--- src/rtl/decoder38_pipe.sv ---
`default_nettype none
// ============================================================================
// Module      : decoder38_pipe
// Description : 3-to-8 one-hot decoder behind a 2-entry valid/ready FIFO,
//               with a wrapping count of delivered words.
//               Optional build macro DECODER38_PARITY_EN adds an even-parity
//               check on the input code (ports in_par / perr).
// Revision    : 1.0 - initial release
// ============================================================================
module decoder38_pipe #(
    parameter int CNT_W = 8
) (
    input  logic             clk,
    input  logic             rst,
    input  logic             en,
    input  logic [2:0]       A,
    input  logic             in_valid,
    output logic             in_ready,
    output logic [7:0]       Y,
    output logic             out_valid,
    input  logic             out_ready,
    output logic [CNT_W-1:0] dec_cnt
`ifdef DECODER38_PARITY_EN
    ,
    input  logic             in_par,
    output logic             perr
`endif
);

    // Buffer occupancy encoding
    localparam logic [1:0] c_EMPTY = 2'd0;
    localparam logic [1:0] c_ONE   = 2'd1;
    localparam logic [1:0] c_FULL  = 2'd2;

    logic [1:0]       r_state;
    logic [1:0]       w_state_nxt;
    logic [2:0]       r_mem [2];
    logic             r_wr_ptr;
    logic             r_rd_ptr;
    logic [CNT_W-1:0] r_cnt;
    logic             w_accept;
    logic             w_push;
    logic             w_pop;
    logic [7:0]       w_y;

    // Ready depends only on enable, reset and occupancy; never on out_ready
    assign in_ready  = en && !rst && (r_state != c_FULL);
    assign out_valid = (r_state != c_EMPTY);
    assign w_accept  = in_valid && in_ready;
    assign w_pop     = out_valid && out_ready;

`ifdef DECODER38_PARITY_EN
    logic r_perr;
    logic w_par_bad;

    // A word with bad parity still completes its handshake but is dropped
    assign w_par_bad = (in_par != ^A);
    assign w_push    = w_accept && !w_par_bad;
    assign perr      = r_perr;

    // Sticky parity-error flag, cleared only by reset
    always_ff @(posedge clk or posedge rst) begin
        if (rst) begin
            r_perr <= 1'b0;
        end else if (w_accept && w_par_bad) begin
            r_perr <= 1'b1;
        end
    end
`else
    assign w_push = w_accept;
`endif

    // Occupancy next-state: push increments, pop decrements, both hold
    always_comb begin
        w_state_nxt = r_state;
        case ({w_push, w_pop})
            2'b10: begin
                if (r_state == c_EMPTY) w_state_nxt = c_ONE;
                else                    w_state_nxt = c_FULL;
            end
            2'b01: begin
                if (r_state == c_FULL) w_state_nxt = c_ONE;
                else                   w_state_nxt = c_EMPTY;
            end
            default: w_state_nxt = r_state;
        endcase
    end

    // Occupancy state and FIFO pointers
    always_ff @(posedge clk or posedge rst) begin
        if (rst) begin
            r_state  <= c_EMPTY;
            r_wr_ptr <= 1'b0;
            r_rd_ptr <= 1'b0;
        end else begin
            r_state <= w_state_nxt;
            if (w_push) r_wr_ptr <= ~r_wr_ptr;
            if (w_pop)  r_rd_ptr <= ~r_rd_ptr;
        end
    end

    // Storage for accepted codes; contents are don't-care while not occupied
    always_ff @(posedge clk or posedge rst) begin
        if (rst) begin
            r_mem[0] <= 3'd0;
            r_mem[1] <= 3'd0;
        end else if (w_push) begin
            r_mem[r_wr_ptr] <= A;
        end
    end

    // Delivered-word counter, wraps naturally at 2^CNT_W
    always_ff @(posedge clk or posedge rst) begin
        if (rst) begin
            r_cnt <= '0;
        end else if (w_pop) begin
            r_cnt <= r_cnt + 1'b1;
        end
    end

    // One-hot decode of the head entry, forced to zero when nothing is held
    always_comb begin
        w_y = 8'h00;
        if (out_valid) begin
            w_y[r_mem[r_rd_ptr]] = 1'b1;
        end
    end

    assign Y       = w_y;
    assign dec_cnt = r_cnt;

endmodule
`default_nettype wire
--- config.mk ---
export PLATFORM = sky130hd
export DESIGN_NAME = decoder38_pipe
export DESIGN_NICKNAME = d
export VERILOG_FILES = /design/src/rtl/decoder38_pipe.sv
export SDC_FILE = /design/constraint.sdc
export NUM_CORES = 1
export LEC_CHECK = 0
export CAP_MARGIN = 5
export CORE_MARGIN = 8
export CORE_UTILIZATION = 41
export DETAILED_ROUTE_END_ITERATION = 16
export PLACE_DENSITY = 0.73
export SETUP_SLACK_MARGIN = 0.05
export SYNTH_ARGS = -nofsm -noshare
export SYNTH_HDL_FRONTEND = slang
export SYNTH_SLANG_ARGS = --single-unit
--- constraint.sdc ---
create_clock -name clk -period 1.5 [get_ports clk]
set_input_delay 0.45 -clock clk [delete_from_list [all_inputs] [get_ports clk]]
set_output_delay 0.45 -clock clk [all_outputs]
set_load 0.01 [all_outputs]
==> flow_summary.json <==
{
  "p_seq_frac": 0.280,
  "p_switching_uw": 1280,
  "drtAntennaViolNets": 0,
  "cts.sinks": 18,
  "ys_types": 29,
  "overflow": 0,
  "antenna_found_initial": 0,
  "grt_max_degree": 19,
  "synth_xor_area_frac": 0.0956,
  "cp_slowest_stage_delay_ns": 0.45,
  "netlist_area_sq_um": 916,
  "synth_flop_cell": "dfrtp_1",
  "peakVddDrop_mv": 1.33,
  "yosysMostFrequentCell": "dfrtp_1",
  "setup_ws_ns": -0.331,
  "power.internal_uw": 2000,
  "r2r-end": "r_mem[4]",
  "ys_seq_area_frac": 0.492,
  "drt-initial-drc-count": 56,
  "finalCritPeriodShare": 1.22,
  "slew_violations": 0,
  "path_cells": "buf_6, buf_6, a32oi_4, nor2_1, buf_2",
  "h-tree-depth": 1,
  "grt_pass1_wl_mm": 4.46,
  "cts.root.buffer_cell": "clkbuf_4",
  "grt_usage": 0.134,
  "numPlacedInstances": 155,
  "synthAdderAreaFrac": 0.0273,
  "multiInputGateArea_sq_um": 637,
  "boundaryPins": 26,
  "fin_cells": 174,
  "final_nets": 157,
  "powerDensity_nw_per_um2": 2010,
  "clockBufferDepth": 2,
  "p_clk_frac": 0.087,
  "start_kind": "flop",
  "crit_fanout": 4,
  "first_global_vias": 984,
  "cts_tree": "built",
  "syn_nets": 97,
  "sw_frac_of_total": 0.391,
  "fmax_mhz": 546,
  "synth_warnings": 0,
  "diodes": 0,
  "skew_ns": 0.00173,
  "postSynthCellCount": 87,
  "synth_top_family_by_area": "simple AND/OR/NAND/NOR gates",
  "vias": 868,
  "finalHoldViolations": 0,
  "violations": "setup timing",
  "synthTopCellsByArea": "dfrtp_1 (49%), xnor2_1 (5.7%), nor2_1 (4.5%), xor2_1 (3.8%), mux2_1 (3.7%)",
  "slew-limit-headroom": 0.806,
  "synth_compound_gate_area_share": 0.0697,
  "fp-row-count": 17,
  "areaGrowthSynthToFinish_pct": 77.9,
  "viasPerCell": 4.99,
  "synth_area_per_cell_sq_um": 10.5,
  "start_util": 0.422,
  "clk_pin_slew_ns": 0.09,
  "wl_per_cell_um": 15.0,
  "synth_top_cell_by_area": "dfrtp_1",
  "ys_seq_elements": 18,
  "endpoint_kind": "output pin",
  "synth_edf_count": 0,
  "hold_path.class": "input pin to asynchronous set/reset pin",
  "dpl.hpwl_mm": 1.71,
  "fin_crit_ns": 1.83,
  "yosys-mux-area-fraction": 0.0847,
  "ff2ff_path_depth": 5,
  "gp_congestion": 0.787,
  "rsz0062_at_grt": "true",
  "crit_type": "flop to output pin",
  "max-cap-violations": 0,
  "firstDrtPassIters": 4,
  "routed_wl_mm": 2.62,
  "chipWidth_um": 63.3,
  "cts_buffers": 3,
  "tightest_slew_ns": 0.291,
  "remaining_drc_errors": 0,
  "regToRegSetupSlack_ns": -0.25,
  "cp.required_ns": 1.05,
  "synthSimpleGateAreaFrac": 0.206,
  "die_area_sq_um": 4000,
  "final_layout_size_suffix_gt1_frac": 0.521,
  "setup_violations": 18,
  "core_sq_um": 2170,
  "cp.arrival_ns": 1.38,
  "synth-async-reset-ratio": 1.00,
  "leakagePower_uw": 0.000781,
  "insertion_delay_ns": 0.28,
  "dieHeight_um": 63.3,
  "finalPower_uw": 3280,
  "outcome": "complete, but fails checks",
  "portBuffers": 25,
  "post-route-util": 0.751,
  "combinationalPowerShare": 0.633,
  "worst_path_max_delay_cell": "dfrtp_2",
  "synthTopCellsByCount": "dfrtp_1 (18), nor2_1 (11), nand2_1 (8)",
  "fillers": 159,
  "seq_area_sq_um": 452,
  "startpoint": "r_rd_ptr",
  "reg2reg_from": "r_state[1]",
  "path_common_cell": "buf_6",
  "place_area_sq_um": 1330,
  "design_area_sq_um": 1630,
  "synth_top_area_frac": 0.492
}
final cells by class:
cell class,count,share of cell area
Clock buffer,4,0.0223
Tap cell,28,0.0215
Timing Repair Buffer,56,0.276
Sequential cell,18,0.277
Inverter,5,0.0115
Multi-Input combinational cell,63,0.391
power groups by stage:
stage	clock (uW)	sequential, uW	combinational [uW]
floorplan	0	914	708
global placement	0	876	1460
detailed placement	0	885	1510
CTS	298	881	1880
global route	325	941	2240
finish	285	918	2080
worst max-delay path, delay by kind of cell, from the launching register on:
kind	cells	cell delay [ns]
DFF	1	0.45
buffers and inverters	3	0.40
AOI/OAI and AO/OA	1	0.17
and+or+nand+nor	1	0.07
logic make-up after synthesis:
family / Yosys count
simple gates: 35
flops: 18
xor+xnor: 10
compound gates: 9
mux: 7
buf+inv: 6
fa+ha+maj: 2
registers in the layout (all words and copies together), names as in the netlist:
| register | count |
|---|---|
| dec_cnt | 8 |
| r_wr_ptr | 1 |
| r_mem | 6 |
| r_state | 2 |
| r_rd_ptr | 1 |
layout by cell type, fill, tap and decap left out, types with 2 or more instances in the layout:
| cell type | count |
|---|---|
| clkbuf_4 | 3 |
| buf_6 | 5 |
| mux2_4 | 6 |
| buf_4 | 27 |
| nor2b_4 | 2 |
| dfrtp_1 | 17 |
| inv_1 | 3 |
| nor3_2 | 3 |
| nor2_1 | 10 |
| clkdlybuf4s15_1 | 7 |
| buf_2 | 9 |
| a32oi_4 | 2 |
| xnor2_1 | 6 |
| dlygate4sd2_1 | 3 |
| inv_2 | 2 |
| clkdlybuf4s50_1 | 5 |
| xor2_1 | 3 |
| nand4_1 | 3 |
| nand2_1 | 7 |
worst max path at each step:
| stage | endpoint | slack (ns) | cells past startpoint |
|---|---|---|---|
| 6_report | Y[7] | -0.33 | 5 |
| 5_1_grt | Y[5] | -0.40 | 4 |
| 4_1_cts | Y[2] | -0.33 | 5 |
| 3_5_place_dp | in_ready | -0.68 | 3 |
| 3_3_place_gp | in_ready | -0.61 | 3 |
| 2_1_floorplan | r_mem[4] | -0.03 | 3 |
repair_timing:
action	4_1_cts	5_1_grt
pin swaps	12	8
buffers inserted	10	5
gates resized for setup	79	17
hold buffers	0	0
endpoints found under the setup margin	26	29
per-layer routing:
layer | global-route usage | wire length (um) | part of all wire | vias up
li1 | - | - | - | 417
met1 | 0.139 | 1100 | 0.42 | 422
met2 | 0.241 | 1330 | 0.51 | 27
met3 | 0.0477 | 175 | 0.067 | 2
met4 | 0.0529 | 12 | 0.0046 | 0
met5 | 0 | 0 | 0 | -
stage by stage:
| step | worst slack, ns | hold slack (ns) | setup TNS, ns |
|---|---|---|---|
| finish | -0.331 | 0.488 | -4.16 |
| global route | -0.400 | 0.495 | -5.22 |
| CTS | -0.328 | 0.475 | -4.10 |
| detailed placement | -0.681 | 0.470 | -8.67 |
| global placement | -0.610 | 0.456 | -7.90 |
| floorplan | -0.0315 | 0.389 | -0.106 |
Note: power is estimated with default switching activity, not from simulation.
